===== config.mk =====
export PLATFORM = sky130hd
export DESIGN_NAME = alu_sequencer_flat
export DESIGN_NICKNAME = d
export VERILOG_FILES = /design/src/rtl/alu_sequencer_if.sv /design/src/rtl/alu_sequencer.sv /design/src/flat_wrapper.sv
export SDC_FILE = /design/constraint.sdc
export NUM_CORES = 1
export LEC_CHECK = 0
export CAP_MARGIN = 20
export CORE_AREA = 2 2 71 73
export DETAILED_ROUTE_END_ITERATION = 7
export DIE_AREA = 0 0 73 75
export HOLD_SLACK_MARGIN = 0.05
export PLACE_DENSITY_LB_ADDON = 0.15
export SETUP_SLACK_MARGIN = 0.05
export SLEW_MARGIN = 20
export SYNTH_ARGS = -nofsm -noshare
export SYNTH_HDL_FRONTEND = slang
export SYNTH_SLANG_ARGS = --single-unit

===== constraint.sdc =====
create_clock -name Clock -period 4.55 [get_ports Clock]
set_input_delay 0.91 -clock Clock [delete_from_list [all_inputs] [get_ports Clock]]
set_output_delay 0.91 -clock Clock [all_outputs]
set_load 0.005 [all_outputs]

===== src/rtl/alu_sequencer_if.sv =====
// Instruction handshake and ALU operand/result bus between a command source/ALU pair and alu_sequencer.
// The slave modport is the sequencer view. The master modport is the environment view: the command source plus the ALU.
interface alu_sequencer_if #(
  parameter int DataWidth = 4,
  parameter int NumRegs   = 4,
  parameter int ImmWidth  = 2,
  parameter int FlagWidth = 5
);
  localparam int AddrWidth = $clog2(NumRegs);

  logic                 InstrValid;
  logic                 InstrReady;
  logic [3:0]           InstrOp;
  logic [AddrWidth-1:0] InstrDest;
  logic [AddrWidth-1:0] InstrSrc;
  logic [ImmWidth-1:0]  InstrImm;
  logic                 InstrWbEn;

  logic [3:0]           AluOperation;
  logic [DataWidth-1:0] AluInSrc;
  logic [DataWidth-1:0] AluInDest;
  logic [ImmWidth-1:0]  AluInImm;
  logic [FlagWidth-1:0] AluInFlags;
  logic [DataWidth-1:0] AluOutDest;
  logic [FlagWidth-1:0] AluOutFlags;

  modport master (
    output InstrValid, InstrOp, InstrDest, InstrSrc, InstrImm, InstrWbEn,
    output AluOutDest, AluOutFlags,
    input  InstrReady,
    input  AluOperation, AluInSrc, AluInDest, AluInImm, AluInFlags
  );

  modport slave (
    input  InstrValid, InstrOp, InstrDest, InstrSrc, InstrImm, InstrWbEn,
    input  AluOutDest, AluOutFlags,
    output InstrReady,
    output AluOperation, AluInSrc, AluInDest, AluInImm, AluInFlags
  );
endinterface


===== src/rtl/alu_sequencer.sv =====
// Three-state (IDLE/EXEC/WB) micro-sequencer: issues one instruction to an external combinational ALU and writes back.
// Define ALU_SEQ_PERF_EN to add the InstrCount and BusyCycles performance counters.
module alu_sequencer #(
  parameter int DataWidth = 4,
  parameter int NumRegs   = 4,
  parameter int ImmWidth  = 2,
  parameter int FlagWidth = 5,
  localparam int AddrWidth = $clog2(NumRegs)
) (
  input  logic                 Clock,
  input  logic                 nReset,
  alu_sequencer_if.slave       bus,
  output logic                 Done,
  output logic [FlagWidth-1:0] Flags,
  input  logic [AddrWidth-1:0] RdAddr,
  output logic [DataWidth-1:0] RdData
`ifdef ALU_SEQ_PERF_EN
  ,
  output logic [15:0]          InstrCount,
  output logic [15:0]          BusyCycles
`endif
);

  typedef enum logic [1:0] {
    IDLE = 2'd0,
    EXEC = 2'd1,
    WB   = 2'd2
  } state_t;

  state_t               state_q;
  state_t               state_d;
  logic                 accept;

  logic [AddrWidth-1:0] dest_q;
  logic                 wb_en_q;
  logic [3:0]           alu_op_q;
  logic [DataWidth-1:0] alu_dest_q;
  logic [DataWidth-1:0] alu_src_q;
  logic [ImmWidth-1:0]  alu_imm_q;
  logic [FlagWidth-1:0] alu_flags_q;

  logic [DataWidth-1:0] res_q;
  logic [FlagWidth-1:0] res_flags_q;

  logic [DataWidth-1:0] regs [NumRegs];
  logic [FlagWidth-1:0] flags_q;

  // NOTE: sequential state is assigned with <= only, so every flop samples the values from before the edge.
  always_ff @(posedge Clock or negedge nReset) begin
    if (!nReset) state_q <= IDLE;
    else         state_q <= state_d;
  end

  // NOTE: the default assignment before the case keeps this block free of inferred latches.
  always_comb begin
    state_d = state_q;
    case (state_q)
      IDLE:    if (bus.InstrValid) state_d = EXEC;
      EXEC:    state_d = WB;
      WB:      state_d = IDLE;
      default: state_d = IDLE;
    endcase
  end

  always_comb begin
    bus.InstrReady = (state_q == IDLE);
    Done           = (state_q == WB);
  end

  assign accept = bus.InstrValid && bus.InstrReady;

  // Operands are read at accept. Regs cannot change before EXEC because issue is serialised.
  // These registers also hold the Alu* outputs stable through WB and IDLE.
  always_ff @(posedge Clock or negedge nReset) begin
    if (!nReset) begin
      dest_q      <= '0;
      wb_en_q     <= 1'b0;
      alu_op_q    <= '0;
      alu_dest_q  <= '0;
      alu_src_q   <= '0;
      alu_imm_q   <= '0;
      alu_flags_q <= '0;
    end else if (accept) begin
      dest_q      <= bus.InstrDest;
      wb_en_q     <= bus.InstrWbEn;
      alu_op_q    <= bus.InstrOp;
      alu_dest_q  <= regs[bus.InstrDest];
      alu_src_q   <= regs[bus.InstrSrc];
      alu_imm_q   <= bus.InstrImm;
      alu_flags_q <= flags_q;
    end
  end

  assign bus.AluOperation = alu_op_q;
  assign bus.AluInDest    = alu_dest_q;
  assign bus.AluInSrc     = alu_src_q;
  assign bus.AluInImm     = alu_imm_q;
  assign bus.AluInFlags   = alu_flags_q;

  always_ff @(posedge Clock or negedge nReset) begin
    if (!nReset) begin
      res_q       <= '0;
      res_flags_q <= '0;
    end else if (state_q == EXEC) begin
      res_q       <= bus.AluOutDest;
      res_flags_q <= bus.AluOutFlags;
    end
  end

  // NOTE: the register file is reset explicitly, because software relies on every register reading zero after reset.
  always_ff @(posedge Clock or negedge nReset) begin
    if (!nReset) begin
      for (int i = 0; i < NumRegs; i++) regs[i] <= '0;
      flags_q <= '0;
    end else if (state_q == WB) begin
      flags_q <= res_flags_q;
      if (wb_en_q) regs[dest_q] <= res_q;
    end
  end

  assign Flags  = flags_q;
  assign RdData = regs[RdAddr];

`ifdef ALU_SEQ_PERF_EN
  always_ff @(posedge Clock or negedge nReset) begin
    if (!nReset) begin
      InstrCount <= '0;
      BusyCycles <= '0;
    end else begin
      if (state_q == WB)   InstrCount <= InstrCount + 16'd1;
      if (state_q != IDLE) BusyCycles <= BusyCycles + 16'd1;
    end
  end
`endif

  a_valid_known: assert property (@(posedge Clock) disable iff (!nReset)
    (state_q == IDLE) |-> !$isunknown(bus.InstrValid));

endmodule


===== src/flat_wrapper.sv =====
// flat-port wrapper written by rule: the top's interface ports become plain ports
module alu_sequencer_flat 
#(
  parameter int DataWidth = 4,
  parameter int NumRegs   = 4,
  parameter int ImmWidth  = 2,
  parameter int FlagWidth = 5,
  localparam int AddrWidth = $clog2(NumRegs)
)
  (Clock, nReset, Done, Flags, RdAddr, RdData, bus_InstrValid, bus_InstrOp, bus_InstrDest, bus_InstrSrc, bus_InstrImm, bus_InstrWbEn, bus_AluOutDest, bus_AluOutFlags, bus_InstrReady, bus_AluOperation, bus_AluInSrc, bus_AluInDest, bus_AluInImm, bus_AluInFlags);
  alu_sequencer_if #(.DataWidth(DataWidth), .NumRegs(NumRegs), .ImmWidth(ImmWidth), .FlagWidth(FlagWidth)) bus_i ();
  input  logic Clock;
  input  logic nReset;
  output logic Done;
  output logic [FlagWidth-1:0] Flags;
  input  logic [AddrWidth-1:0] RdAddr;
  output logic [DataWidth-1:0] RdData;
  input wire logic [$bits(bus_i.InstrValid)-1:0] bus_InstrValid;
  input wire logic [$bits(bus_i.InstrOp)-1:0] bus_InstrOp;
  input wire logic [$bits(bus_i.InstrDest)-1:0] bus_InstrDest;
  input wire logic [$bits(bus_i.InstrSrc)-1:0] bus_InstrSrc;
  input wire logic [$bits(bus_i.InstrImm)-1:0] bus_InstrImm;
  input wire logic [$bits(bus_i.InstrWbEn)-1:0] bus_InstrWbEn;
  input wire logic [$bits(bus_i.AluOutDest)-1:0] bus_AluOutDest;
  input wire logic [$bits(bus_i.AluOutFlags)-1:0] bus_AluOutFlags;
  output wire logic [$bits(bus_i.InstrReady)-1:0] bus_InstrReady;
  output wire logic [$bits(bus_i.AluOperation)-1:0] bus_AluOperation;
  output wire logic [$bits(bus_i.AluInSrc)-1:0] bus_AluInSrc;
  output wire logic [$bits(bus_i.AluInDest)-1:0] bus_AluInDest;
  output wire logic [$bits(bus_i.AluInImm)-1:0] bus_AluInImm;
  output wire logic [$bits(bus_i.AluInFlags)-1:0] bus_AluInFlags;
  assign bus_i.InstrValid = bus_InstrValid;
  assign bus_i.InstrOp = bus_InstrOp;
  assign bus_i.InstrDest = bus_InstrDest;
  assign bus_i.InstrSrc = bus_InstrSrc;
  assign bus_i.InstrImm = bus_InstrImm;
  assign bus_i.InstrWbEn = bus_InstrWbEn;
  assign bus_i.AluOutDest = bus_AluOutDest;
  assign bus_i.AluOutFlags = bus_AluOutFlags;
  assign bus_InstrReady = bus_i.InstrReady;
  assign bus_AluOperation = bus_i.AluOperation;
  assign bus_AluInSrc = bus_i.AluInSrc;
  assign bus_AluInDest = bus_i.AluInDest;
  assign bus_AluInImm = bus_i.AluInImm;
  assign bus_AluInFlags = bus_i.AluInFlags;
  alu_sequencer #(.DataWidth(DataWidth), .NumRegs(NumRegs), .ImmWidth(ImmWidth), .FlagWidth(FlagWidth)) u_core (.Clock(Clock), .nReset(nReset), .bus(bus_i), .Done(Done), .Flags(Flags), .RdAddr(RdAddr), .RdData(RdData));
endmodule

==> flow_summary.yaml <==
run_status:
  status: "finished clean"
clocking:
  clockBufferDepth: 2
  cts.sinks: 54
  cts_made_buffers: 5
  cts-root-buf: "clkbuf_8"
  cts_hold_buf: 0
  clkSlewWorstSetupHoldPaths_ns: 0.09
  cts_setup_buffers: 0
  cts.htree.levels: 2
  cts_resized: 0
  clkLatencyLatePin_ns: 0.29
  cts_tree: "done"
global_route:
  first_global_vias: 1531
  antenna_found_initial: 0
  track_usage_pct: 17.79
  overflow: 0
  grt_pass1_wl_um: 7217
  grt_start_max_net_pins: 55
timing:
  hold_viol: 0
  setup_slack_ns: 1.073
  finalSetupViolCount: 0
  tightest_slew_ns: 0.9174
  finalMaxSlewViolations: 0
  slew_headroom_pct: 38.71
  finalClockSkew_ns: 0.004477
  clock.fmax_mhz: 287.6
  fin_crit_sh_pct: 76.42
  setup-tns-final_ns: 0
  rsz0062_at_grt: "false"
  period_needed_ns: 3.477
die:
  start_util_pct: 51.68
  rows: 25
  top_level_ports: 55
  core_area_sq_mm: 0.004661
  die_w_um: 73
  die_area_sq_mm: 0.005475
  die_h_um: 75
drt:
  post-route-drc-count: 0
  vias: 1484
  wl_per_cell_um: 15.50
  drt_iter0_drc: 47
  ant_nets: 0
  first_pass_iters: 4
  routed_wl_um: 4325
  via_per_inst: 5.319
synth:
  yosys.area_share.simple_pct: 11.84
  synthMuxAreaShare_pct: 29.45
  synth_area_leader_cell: "dfrtp_1"
  ys_warn_count: 0
  synth-compound-area-share_pct: 0
  syn_area_sq_mm: 0.002409
  synth_top_family_by_area: "multiplexers"
  ys_seq_elements: 54
  synth_top_cell_area_share_pct: 56.10
  synth_xor_area_share_pct: 0
  ys_seq_area_share_pct: 56.10
  syn_inst: 167
  synth.area.top_cells: "dfrtp_1, mux4_2, mux2_2"
  synthesis.nets: 192
  synth.distinct_cells: 19
  yosys.area_share.adder_pct: 0
  syn_area_per_cell_sq_um: 14.42
critical_path:
  cp-end-kind: "output pin"
  critPathArrivalTime_ns: 2.57
  worstSetupStartpointType: "input pin"
  crit_required_ns: 3.64
  worstRegToRegCells: 3
  crit_type: "in2out"
  path_max_fanout: 4
finish:
  num-nets-final: 249
  finalInstanceArea_sq_mm: 0.003074
  final_common_cell: "dfrtp_1"
  area_delta_synth_final_pct: 27.64
  fillers: 344
  final_cell_mix: "dfrtp_1, clkdlybuf4s50_1, nand2_1, mux2_2"
  drive_gt1_share_pct: 27.56
  insertedDiodeCount: 0
power_and_ir_drop:
  power_leakage_nw: 1.405
  powerDensity_mw_per_mm2: 548.9
  ir_drop_mv: 0.2637
  power.total_mw: 1.687
min_path:
  hold_class: "reg2reg"
  min_path_cells: 2
run:
  maxCapViolCount: 0
place:
  post-dp-hpwl_um: 3270
  gp_congestion: 0.8073
  dpl_cell_area_sq_mm: 0.002964
  pre_cts_ws_ns: 1.062
  io_buffers: 54
report_power, final:
part           total (mW)  internal, mW  switching, mW
Clock               0.293         0.154          0.139
Combinational       0.589         0.417          0.172
Sequential          0.805         0.663          0.142
final cells by class:
type	count	area [sq um]	area share, %
Timing Repair Buffer	55	543.0	17.66
Tap cell	54	67.56	2.198
Multi-Input combinational cell	106	994.7	32.36
Clock buffer	8	110.1	3.582
Inverter	2	7.507	0.2442
Sequential cell	54	1351	43.96
synth_stat cells:
master	number
dfrtp_1	54
nand2_1	51
mux2_2	22
mux2_4	12
mux4_2	12
and4b_4	2
buf_6	2
and4_4	1
buf_12	1
buf_2	1
buf_4	1
clkinv_1	1
inv_2	1
mux2_1	1
nand2b_1	1
nand4bb_4	1
nor2_1	1
nor2b_1	1
or3b_4	1
cells by family after synthesis:
family | after synthesis
muxes | 47
and+or+nand+nor | 59
buffers and inverters | 7
DFF | 54
sequential cells by signal, summed over array words and instances, names as in the netlist:
register / flops
u_core.dest_q: 2
u_core.bus.AluInImm: 2
u_core.state_q: 2
u_core.wb_en_q: 1
u_core.res_q: 4
u_core.bus.AluInDest: 4
u_core.bus.AluInSrc: 4
u_core.Flags: 5
u_core.bus.AluOperation: 4
u_core.res_flags_q: 5
u_core.regs: 16
u_core.bus.AluInFlags: 5
final timing paths:
path | from | endpoint | slack, ns
max | RdAddr[0] | RdData[1] | 1.07
min | u_core.res_flags_q[2] | u_core.res_flags_q[2] | 0.48
max reg2reg | u_core.state_q[0] | u_core.regs[6] | 2.53
min reg2reg | u_core.res_flags_q[2] | u_core.res_flags_q[2] | 0.48
max in group asynchronous | nReset | u_core.regs[8] | 3.40
min in group asynchronous | nReset | u_core.bus.AluInImm[0] | 0.71
worst max-delay path, stage by stage:
cell and delay [ns]:
clkdlybuf4s50_1 0.63, mux4_2 0.55, clkdlybuf4s50_1 0.48
metal layers:
layer,vias to the layer above,wire length (um),GRT usage [%]
met1,732,1864,22.97
met2,47,2198,29.63
met4,0,45,5.761
met3,5,217,4.685
met5,-,0,0
li1,700,-,-
through the flow:
stage	util (%)	cells	hold slack, ns
floorplan	-	167	0.4401
global placement	63.60	271	0.4542
detailed placement	63.60	271	0.4630
CTS	65.96	279	0.4856
global route	65.96	279	0.5118
finish	65.96	279	0.4849
(Power assumes the default switching activity.)
